`config.mk`:
```
export PLATFORM = sky130hd
export DESIGN_NAME = noc_credit_link_bank
export DESIGN_NICKNAME = d
export VERILOG_FILES = /design/src/rtl/noc_link_pkg.sv /design/src/rtl/noc_credit_link_lane.sv /design/src/rtl/noc_credit_link_bank.sv
export SDC_FILE = /design/constraint.sdc
export NUM_CORES = 1
export LEC_CHECK = 0
export CAP_MARGIN = 40
export CORE_AREA = 2 2 534 536
export CTS_CLUSTER_DIAMETER = 150
export DETAILED_ROUTE_END_ITERATION = 8
export DIE_AREA = 0 0 536 538
export HOLD_SLACK_MARGIN = 0.15
export PLACE_DENSITY = 0.4
export SYNTH_ARGS = -nofsm -noshare
export SYNTH_HDL_FRONTEND = slang
export SYNTH_SLANG_ARGS = --single-unit
```
`constraint.sdc`:
```
create_clock -name clk_noc -period 85.7 [get_ports clk_noc]
set_input_delay 17.14 -clock clk_noc [delete_from_list [all_inputs] [get_ports clk_noc]]
set_output_delay 17.14 -clock clk_noc [all_outputs]
set_load 0.005 [all_outputs]
```
`src/rtl/noc_link_pkg.sv`:
```
// Purpose : shared types and helpers for the credit-based NoC link bank.
// Contents: link_state_t for the per-link framing FSM and credit_cnt_width(),
//           which sizes a counter that must hold 0..depth inclusive.
package noc_link_pkg;

  typedef enum logic [0:0] {
    IDLE   = 1'b0,
    IN_PKT = 1'b1
  } link_state_t;

  function automatic int credit_cnt_width(input int depth);
    return $clog2(depth + 1);
  endfunction

endpackage

```
`src/rtl/noc_credit_link_lane.sv`:
```
// Purpose : one credit-based router-to-router link with forward and credit
//           pipelines, plus a passive monitor (credits, sticky errors, framing, stats).
// Latency : flits NUM_PIPELINE cycles, credits NUM_CREDIT_PIPELINE cycles.
// Backpressure: none; stages register every cycle and flow control is credits.
// Ports   : upstream flit in / credit out, downstream flit out / credit in,
//           err_clear in, sticky error flags, credits_avail, flit/pkt counts.
module noc_credit_link_lane
  import noc_link_pkg::*;
#(
  parameter int FLIT_WIDTH          = 128,
  parameter int DEST_WIDTH          = 6,
  parameter int NUM_PIPELINE        = 1,
  parameter int NUM_CREDIT_PIPELINE = 1,
  parameter int FLIT_BUFFER_DEPTH   = 2,
  parameter int STAT_WIDTH          = 32
) (
  input  logic                  clk_noc,
  input  logic                  rst_noc,
  input  logic [FLIT_WIDTH-1:0] data_in,
  input  logic [DEST_WIDTH-1:0] dest_in,
  input  logic                  is_tail_in,
  input  logic                  send_in,
  output logic                  credit_out,
  output logic [FLIT_WIDTH-1:0] data_out,
  output logic [DEST_WIDTH-1:0] dest_out,
  output logic                  is_tail_out,
  output logic                  send_out,
  input  logic                  credit_in,
  input  logic                  err_clear,
  output logic                  err_overrun,
  output logic                  err_credit_ovf,
  output logic                  err_dest_change,
  output logic [credit_cnt_width(FLIT_BUFFER_DEPTH)-1:0] credits_avail,
  output logic [STAT_WIDTH-1:0] flit_count,
  output logic [STAT_WIDTH-1:0] pkt_count
);

  localparam int FW = FLIT_WIDTH + DEST_WIDTH + 2;
  localparam int CW = credit_cnt_width(FLIT_BUFFER_DEPTH);
  localparam logic [CW-1:0] DEPTH_C = CW'(FLIT_BUFFER_DEPTH);

  // Forward path: the whole tuple moves together so a stage with send=0
  // still shifts its (ignored) payload.
  logic [FW-1:0] fwd_in;
  logic [FW-1:0] fwd_out;
  assign fwd_in = {data_in, dest_in, is_tail_in, send_in};

  generate
    if (NUM_PIPELINE == 0) begin : g_fwd_comb
      assign fwd_out = fwd_in;
    end else begin : g_fwd_pipe
      logic [FW-1:0] stage_q [NUM_PIPELINE];
      always_ff @(posedge clk_noc or posedge rst_noc) begin
        if (rst_noc) begin
          for (int i = 0; i < NUM_PIPELINE; i++) stage_q[i] <= '0;
        end else begin
          stage_q[0] <= fwd_in;
          for (int i = 1; i < NUM_PIPELINE; i++) stage_q[i] <= stage_q[i-1];
        end
      end
      assign fwd_out = stage_q[NUM_PIPELINE-1];
    end
  endgenerate

  assign {data_out, dest_out, is_tail_out, send_out} = fwd_out;

  // Credit path: a plain shift register, one credit per slot, never merged.
  generate
    if (NUM_CREDIT_PIPELINE == 0) begin : g_cr_comb
      assign credit_out = credit_in;
    end else begin : g_cr_pipe
      logic cr_q [NUM_CREDIT_PIPELINE];
      always_ff @(posedge clk_noc or posedge rst_noc) begin
        if (rst_noc) begin
          for (int i = 0; i < NUM_CREDIT_PIPELINE; i++) cr_q[i] <= 1'b0;
        end else begin
          cr_q[0] <= credit_in;
          for (int i = 1; i < NUM_CREDIT_PIPELINE; i++) cr_q[i] <= cr_q[i-1];
        end
      end
      assign credit_out = cr_q[NUM_CREDIT_PIPELINE-1];
    end
  endgenerate

  // Credit monitor, observed at the upstream side. A simultaneous send and
  // returned credit cancel. On an illegal step the counter clamps.
  logic [CW-1:0] credits_d;
  logic          ovr_set;
  logic          ovf_set;

  always_comb begin
    credits_d = credits_avail;
    ovr_set   = 1'b0;
    ovf_set   = 1'b0;
    if (send_in && !credit_out) begin
      if (credits_avail == '0) ovr_set = 1'b1;
      else                     credits_d = credits_avail - 1'b1;
    end else if (credit_out && !send_in) begin
      if (credits_avail == DEPTH_C) ovf_set = 1'b1;
      else                          credits_d = credits_avail + 1'b1;
    end
  end

  // Framing FSM: the head flit's dest is latched and every later flit of the
  // packet, tail included, must match it.
  link_state_t           state_q, state_d;
  logic [DEST_WIDTH-1:0] dest_q, dest_d;
  logic                  pkt_inc;
  logic                  dest_set;

  always_comb begin
    state_d  = state_q;
    dest_d   = dest_q;
    pkt_inc  = 1'b0;
    dest_set = 1'b0;
    case (state_q)
      IDLE: begin
        if (send_in) begin
          if (is_tail_in) begin
            pkt_inc = 1'b1;
          end else begin
            dest_d  = dest_in;
            state_d = IN_PKT;
          end
        end
      end
      IN_PKT: begin
        if (send_in) begin
          if (dest_in != dest_q) dest_set = 1'b1;
          if (is_tail_in) begin
            pkt_inc = 1'b1;
            state_d = IDLE;
          end
        end
      end
      default: state_d = IDLE;
    endcase
  end

  // Sticky flags: a new error in the clearing cycle wins over the clear.
  always_ff @(posedge clk_noc or posedge rst_noc) begin
    if (rst_noc) begin
      credits_avail   <= DEPTH_C;
      err_overrun     <= 1'b0;
      err_credit_ovf  <= 1'b0;
      err_dest_change <= 1'b0;
      state_q         <= IDLE;
      dest_q          <= '0;
      flit_count      <= '0;
      pkt_count       <= '0;
    end else begin
      credits_avail   <= credits_d;
      err_overrun     <= ovr_set  | (err_overrun     & ~err_clear);
      err_credit_ovf  <= ovf_set  | (err_credit_ovf  & ~err_clear);
      err_dest_change <= dest_set | (err_dest_change & ~err_clear);
      state_q         <= state_d;
      dest_q          <= dest_d;
      if (send_in && (flit_count != '1)) flit_count <= flit_count + 1'b1;
      if (pkt_inc && (pkt_count  != '1)) pkt_count  <= pkt_count + 1'b1;
    end
  end

endmodule

```
`src/rtl/noc_credit_link_bank.sv`:
```
// Purpose : bank of NUM_LINKS independent credit-based links, one lane each.
// Latency : flits NUM_PIPELINE cycles, credits NUM_CREDIT_PIPELINE cycles.
// Backpressure: none; upstream must respect credits_avail.
// Ports   : per-link arrays of the lane ports (flit in/out, credit in/out,
//           err_clear, sticky error flags, credits_avail, statistics).
module noc_credit_link_bank
  import noc_link_pkg::*;
#(
  parameter int NUM_LINKS           = 4,
  parameter int FLIT_WIDTH          = 128,
  parameter int DEST_WIDTH          = 6,
  parameter int NUM_PIPELINE        = 1,
  parameter int NUM_CREDIT_PIPELINE = 1,
  parameter int FLIT_BUFFER_DEPTH   = 2,
  parameter int STAT_WIDTH          = 32
) (
  input  logic                                  clk_noc,
  input  logic                                  rst_noc,
  input  logic [0:NUM_LINKS-1][FLIT_WIDTH-1:0]  data_in,
  input  logic [0:NUM_LINKS-1][DEST_WIDTH-1:0]  dest_in,
  input  logic [0:NUM_LINKS-1]                  is_tail_in,
  input  logic [0:NUM_LINKS-1]                  send_in,
  output logic [0:NUM_LINKS-1]                  credit_out,
  output logic [0:NUM_LINKS-1][FLIT_WIDTH-1:0]  data_out,
  output logic [0:NUM_LINKS-1][DEST_WIDTH-1:0]  dest_out,
  output logic [0:NUM_LINKS-1]                  is_tail_out,
  output logic [0:NUM_LINKS-1]                  send_out,
  input  logic [0:NUM_LINKS-1]                  credit_in,
  input  logic [0:NUM_LINKS-1]                  err_clear,
  output logic [0:NUM_LINKS-1]                  err_overrun,
  output logic [0:NUM_LINKS-1]                  err_credit_ovf,
  output logic [0:NUM_LINKS-1]                  err_dest_change,
  output logic [0:NUM_LINKS-1][credit_cnt_width(FLIT_BUFFER_DEPTH)-1:0] credits_avail,
  output logic [0:NUM_LINKS-1][STAT_WIDTH-1:0]  flit_count,
  output logic [0:NUM_LINKS-1][STAT_WIDTH-1:0]  pkt_count
);

  for (genvar l = 0; l < NUM_LINKS; l++) begin : g_lane
    noc_credit_link_lane #(
      .FLIT_WIDTH          (FLIT_WIDTH),
      .DEST_WIDTH          (DEST_WIDTH),
      .NUM_PIPELINE        (NUM_PIPELINE),
      .NUM_CREDIT_PIPELINE (NUM_CREDIT_PIPELINE),
      .FLIT_BUFFER_DEPTH   (FLIT_BUFFER_DEPTH),
      .STAT_WIDTH          (STAT_WIDTH)
    ) u_lane (
      .clk_noc         (clk_noc),
      .rst_noc         (rst_noc),
      .data_in         (data_in[l]),
      .dest_in         (dest_in[l]),
      .is_tail_in      (is_tail_in[l]),
      .send_in         (send_in[l]),
      .credit_out      (credit_out[l]),
      .data_out        (data_out[l]),
      .dest_out        (dest_out[l]),
      .is_tail_out     (is_tail_out[l]),
      .send_out        (send_out[l]),
      .credit_in       (credit_in[l]),
      .err_clear       (err_clear[l]),
      .err_overrun     (err_overrun[l]),
      .err_credit_ovf  (err_credit_ovf[l]),
      .err_dest_change (err_dest_change[l]),
      .credits_avail   (credits_avail[l]),
      .flit_count      (flit_count[l]),
      .pkt_count       (pkt_count[l])
    );
  end

endmodule

```
==> results of run 1 <==
[cell families (layout without fill, tap and decap cells)]
group	Yosys count	count (layout)	share of synthesized area (%)
fa+ha+maj	8	8	0.353
xor+xnor	260	260	8.02
flops	852	852	75.1
buf+inv	76	1651	1.38
other cells	0	26	0
mux	37	37	1.46
simple gates	621	621	11.9
compound gates	68	68	1.79
[cell usage in the layout, fill, tap and decap left out, types with 5 or more instances in the layout]
cell type	instances
a21oi_1	13
a31oi_1	5
and2_1	15
and3_1	51
and4_1	25
buf_2	5
buf_4	21
bufinv_16	13
clkbuf_1	25
clkbuf_16	118
clkbuf_8	18
clkdlybuf4s50_1	1376
clkinv_2	21
clkinv_4	6
clkinvlp_4	5
dfrtp_1	848
diode_2	26
ha_1	8
inv_1	32
mux2_2	32
nand2_1	113
nand2b_1	6
nand3_1	106
nand4_1	102
nand4b_1	6
nor2_1	79
nor2b_1	11
nor3_1	54
nor3b_1	9
nor4_1	19
o21ai_0	13
o311ai_0	5
or2_2	5
xnor2_1	170
xor2_1	90
[Yosys cell counts, types with 3 or more instances]
cell and number:
mux2i_1 4, or2_2 5, nor4_1 19, nor2_1 79
and4_1 25, o22ai_1 4, nor3b_1 9, xor2_1 90
or3_1 4, xnor2_1 170, and3_1 51, nand3_1 106
and2_1 15, nor2b_1 11, a31oi_1 5, nand2b_1 6
a41oi_1 3, dfstp_2 4, nand4_1 102, dfrtp_1 848
o32ai_1 4, o211ai_1 3, clkbuf_1 16, o2111ai_1 3
o21ai_0 13, nand4b_1 6, nor3_1 54, inv_1 33
ha_1 8, mux2_2 32, a21oi_1 13, nand2_1 113
buf_4 24, o311ai_0 5
[stage by stage]
step	util [%]	std cells
after floorplan	-	1922
after global placement	16.5	7039
after detailed placement	16.6	7048
after CTS	18.0	7259
after global routing	18.0	7262
final	18.0	7285
[routing by layer]
| layer | share of wire (%) | vias up |
|---|---|---|
| li1 | - | 9621 |
| met1 | 38 | 11300 |
| met2 | 49 | 1156 |
| met3 | 11 | 334 |
| met4 | 2.3 | 62 |
| met5 | 0.18 | - |
[layout make-up]
class | instances | area [um^2] | share of cell area [%]
clock inverters | 50 | 672 | 1.32
inverters | 33 | 131 | 0.258
well taps | 3762 | 4710 | 9.24
flip-flops and latches | 852 | 21300 | 41.9
repair buffers | 1407 | 14100 | 27.6
clock buffers | 161 | 3290 | 6.47
multi-input cells | 994 | 6670 | 13.1
diodes | 26 | 65.1 | 0.128
[final timing paths]
path / start / endpoint / slack (ps) / cells past startpoint
max reg2reg: g_lane[2].u_lane.pkt_count[5] / g_lane[2].u_lane.pkt_count[1] / 82420 / 5
max: rst_noc / g_lane[0].u_lane.pkt_count[28] / 63670 / 9
min: g_lane[3].u_lane.pkt_count[13] / g_lane[3].u_lane.pkt_count[13] / 490 / 1
max in group clk_noc: g_lane[3].u_lane.flit_count[11] / flit_count[11] / 66270 / 1
min reg2reg: g_lane[3].u_lane.pkt_count[13] / g_lane[3].u_lane.pkt_count[13] / 490 / 1
min in group asynchronous: rst_noc / g_lane[0].u_lane.fwd_out[41] / 16780 / 2
[flip-flops by register name, summed over array words and instances (netlist names), named ones only]
register and count:
g_lane.u_lane.credit_out 4, g_lane.u_lane.credits_avail 8, g_lane.u_lane.dest_q 24, g_lane.u_lane.err_credit_ovf 4
g_lane.u_lane.err_dest_change 4, g_lane.u_lane.err_overrun 4, g_lane.u_lane.flit_count 128, g_lane.u_lane.fwd_out 544
g_lane.u_lane.pkt_count 128
[worst reg2reg max path, stage by stage, from the launching register on]
cell     delay [ps]
dfrtp_1         440
nand4_1         340
nor3_1          870
nand4_1         810
nand2_1         350
mux2_2          360
[power groups by stage]
stage / Clock, uW / Sequential, uW / Combinational, uW
after global placement: 0 / 469 / 160
after detailed placement: 0 / 469 / 161
after floorplan: 0 / 464 / 36.2
after global routing: 548 / 467 / 167
after CTS: 531 / 463 / 162
final: 509 / 462 / 156
==> impl_metrics.yaml, run 1 <==
worst_setup_path:
  crit_family: "buffers and inverters"
  crit_path_end_kind: "async pin"
  path_buf_inv: 9
  crit_fanout: 109
  criticalPathCategory: "input pin to async pin"
  cpPeakStageDelay_ps: 750
  crit_path_start_kind: "input pin"
  worstPathArrival_ps: 22840
  crit_top_cell: "buf_4"
  required_ps: 86510
  crit_chain: "clkdlybuf4s50_1 > inv_8 > buf_4 > buf_4 > buf_4 > buf_4 > buf_16 > buf_4 > buf_4"
  slowest_stage: "buf_4"
global_routing:
  grt.overflow.total: 0
  gr-max-usage-layer: "met2"
  grt_max_degree: 128
  grt_util_met1_pct: 16.1
  grtUsageMet2_pct: 24.3
  use_met3_pct: 6.07
  antenna_found_initial: 132
  first_global_vias: 23000
  grt_util_all_layers_pct: 14.1
  grt_pass1_wl_um: 262000
pwr:
  total_power_uw: 1130
  seq_power_share_pct: 41.0
  clockPowerShare_pct: 45.2
  comb_power_share_pct: 13.8
  switching_share_pct: 26.8
  leakage_uw: 0.0201
  p_int_uw: 825
  ir_drop_v: 0.0000162
  power_switching_uw: 303
  power_density_nw_per_um2: 22.1
sta:
  final.setup.tns_ps: 0
  fin_crit_sh_pct: 25.7
  worstMarginPinSlew_ps: 930
  finalCriticalPeriod_ps: 22030
  slew_viol_final: 0
  setup_ws_ps: 63670
  holdWs_ps: 495
  hold_viol_final: 0
  fmax_ghz: 0.0454
  rsz0062_at_grt: "false"
  finalSetupViolCount: 0
  clock_skew_ps: 77.3
  relSlewSlack_pct: 37.5
hold_path:
  hp-class: "flop to flop"
job:
  cap_violations: 0
logic_synthesis:
  yosysSeqAreaShare_pct: 75.1
  yosys_warnings: 0
  syn_area_per_cell_um2: 14.8
  syn_nets: 2484
  synth_largest_area_cell: "dfrtp_1"
  netlist_instances: 1922
  ys_seq_elements: 852
  async_flop_share_pct: 100
  syn_area_um2: 28400
  synth.distinct_cells: 62
  synth_edf_count: 0
  synth_top_area_share_pct: 74.8
  ys.flop_type: "dfrtp_1"
  synth.area.top_cells: "dfrtp_1 (75%), xnor2_1 (5.2%), xor2_1 (2.8%)"
drt:
  wl_um: 210000
  drc: 0
  vias_per_cell: 3.09
  vias: 22500
  first_iter_violations: 1103
  drt_pass1_iterations: 5
  avgRoutedWirePerCell_um: 28.8
  detail-route-antenna-nets: 0
final_layout:
  postLayoutCellArea_um2: 50900
  nFillCells: 31100
  drive_gt1_share_pct: 7.86
  syn_to_final_growth_pct: 79.4
  nets: 3966
clocking:
  cts_max_level: 3
  postCtsSetupBuffers: 0
  ctsRootBufferMaster: "clkbuf_16"
  cts.repair.resized: 0
  cts_sinks: 852
  path_clk_slew_ps: 50
  tritoncts: "yes"
  cts_buffers: 116
  cts_hold_buf: 0
  clockBufferDepth: 4
  clk_latency_ps: 860
placement:
  gp_congestion: 1.01
  placed_area_um2: 46900
  io_buffers: 1377
  place_ws_ps: 62620
  dp_hpwl_um: 180000
floorplanning:
  die-area_um2: 288000
  io_pins: 1378
  rows: 196
  dieHeight_um: 538
  die_w_um: 536
  core_area_um2: 283000
  start_util_pct: 10.0
outcome:
  status: "finished clean"
Note: power is estimated with default switching activity, not from simulation.
==> run 2, diff against run 1 <==
==> constraint.sdc (replaced) <==
create_clock -name clk_noc -period 21.3 [get_ports clk_noc]
set_input_delay 4.26 -clock clk_noc [delete_from_list [all_inputs] [get_ports clk_noc]]
set_output_delay 4.26 -clock clk_noc [all_outputs]
set_load 0.005 [all_outputs]
==> impl_metrics.yaml, run 2 (same netlist as run 1, synthesis figures left out) <==
outcome:
  status: "finished clean"
floorplanning:
  start_util_pct: 10.0
  dieHeight_um: 538
  io_pins: 1378
  core_area_um2: 283000
  die_w_um: 536
  die-area_um2: 288000
  rows: 196
sta:
  rsz0062_at_grt: "false"
  holdWs_ps: 487
  fmax_ghz: 0.140
  setup_ws_ps: 14150
  worstMarginPinSlew_ps: 981
  finalSetupViolCount: 0
  fin_crit_sh_pct: 33.5
  finalCriticalPeriod_ps: 7150
  final.setup.tns_ps: 0
  relSlewSlack_pct: 34.6
  hold_viol_final: 0
  slew_viol_final: 0
  clock_skew_ps: 94.4
clocking:
  cts_buffers: 117
  cts.repair.resized: 0
  cts_sinks: 852
  cts_max_level: 3
  clockBufferDepth: 4
  postCtsSetupBuffers: 0
  tritoncts: "yes"
  clk_latency_ps: 860
  path_clk_slew_ps: 60
  cts_hold_buf: 0
  ctsRootBufferMaster: "clkbuf_16"
drt:
  detail-route-antenna-nets: 0
  drt_pass1_iterations: 5
  wl_um: 212000
  vias: 22600
  vias_per_cell: 3.09
  drc: 0
  first_iter_violations: 1102
  avgRoutedWirePerCell_um: 29.0
worst_setup_path:
  slowest_stage: "buf_4"
  crit_path_start_kind: "input pin"
  criticalPathCategory: "input pin to async pin"
  cpPeakStageDelay_ps: 760
  rr_startpoint: "g_lane[2].u_lane.pkt_count[0]"
  cp-endpoint: "g_lane[3].u_lane.fwd_out[72]"
  r2r-end: "g_lane[2].u_lane.pkt_count[1]"
  required_ps: 22050
  worstPathArrival_ps: 7890
  reg2reg_slack_ps: 18610
  rr_worst_depth: 7
  crit_fanout: 144
  cp-startpoint: "rst_noc"
  crit_path_end_kind: "async pin"
  crit_chain: "clkdlybuf4s50_1 > clkinvlp_4 > buf_4 > buf_4 > buf_4 > buf_12"
  crit_top_cell: "buf_4"
pwr:
  leakage_uw: 0.0200
  power_density_nw_per_um2: 87.5
  ir_drop_v: 0.0000659
placement:
  io_buffers: 1377
  placed_cells: 7044
  dp_hpwl_um: 181000
  gp_congestion: 0.958
  place_ws_ps: 13220
final_layout:
  post-route-util_pct: 17.9
  final_common_cell: "clkdlybuf4s50_1"
  largest_reg_flops: 544
  drive_gt1_share_pct: 7.57
  nFillCells: 31000
  syn_to_final_growth_pct: 78.9
  stdcell_count: 7305
  nets: 3963
  layout_common_cells: "clkdlybuf4s50_1 (1376), dfrtp_1 (848), xnor2_1 (170)"
global_routing:
  grt_max_degree: 145
  grt.overflow.total: 0
  grt_util_all_layers_pct: 14.2
  grt_pass1_wl_um: 264000
  first_global_vias: 22800
  antenna_found_initial: 147
job:
  cap_violations: 0
hold_path:
  hp-class: "flop to flop"
-- run 2: cell types whose count changed in the layout (fill, tap and decap cells not counted), moves of 2 or more --
| cell | previous run | this run |
|---|---|---|
| clkbuf_1 | 25 | 29 |
| clkinv_4 | 6 | 2 |
| diode_2 | 26 | 55 |
| clkbuf_8 | 18 | 25 |
| buf_12 | 2 | 6 |
| clkinv_2 | 21 | 18 |
| buf_4 | 21 | 16 |
| bufinv_16 | 13 | 5 |
| buf_8 | 2 | 0 |
-- run 2: per-stage QoR --
step | total power [uW] | cell area, um^2
2_1_floorplan | 2010 | 28400
3_3_place_gp | 2540 | 46800
3_5_place_dp | 2540 | 46900
4_1_cts | 4570 | 50600
5_1_grt | 4660 | 50700
6_report | 4450 | 50800
-- run 2: layout make-up --
type	count	area, um^2	area share [%]
sequential	852	21300	42.0
timing repair buffer	1403	14000	27.6
multi-input combinational	994	6680	13.2
tap	3762	4710	9.27
clock buffer	171	3380	6.66
clock inverter	35	383	0.754
antenna	55	138	0.271
inverter	33	128	0.251
-- run 2: worst max-delay path, delay by kind of cell --
family | cells | cell delay (ps)
buf+inv | 6 | 3200
-- run 2: power by group --
| part | total (uW) | internal, uW | switching (uW) |
|---|---|---|---|
| logic | 623 | 342 | 281 |
| clock network | 1960 | 1150 | 802 |
| registers | 1870 | 1740 | 128 |
| total | 4450 | 3240 | 1210 |
-- run 2: worst min path at each step --
stage | from | to | depth (start not counted)
floorplan | flop | flop | 1
global placement | g_lane[3].u_lane.pkt_count[13] | g_lane[3].u_lane.pkt_count[13] | 1
detailed placement | g_lane[2].u_lane.flit_count[18] | g_lane[2].u_lane.flit_count[18] | 1
CTS | g_lane[2].u_lane.flit_count[18] | g_lane[2].u_lane.flit_count[18] | 1
global route | g_lane[2].u_lane.flit_count[18] | g_lane[2].u_lane.flit_count[18] | 1
finish | g_lane[2].u_lane.flit_count[18] | g_lane[2].u_lane.flit_count[18] | 1
-- run 2: routing by layer --
layer  vias up  GRT usage (%)  share of wire, %  wire (um)
met1     11300           16.4                39      81800
li1       9660              -                 -          -
met2      1209           25.1                50     105000
met5         -              0              0.13        269
met3       383           4.77               8.7      18500
met4        42           3.31               2.6       5600
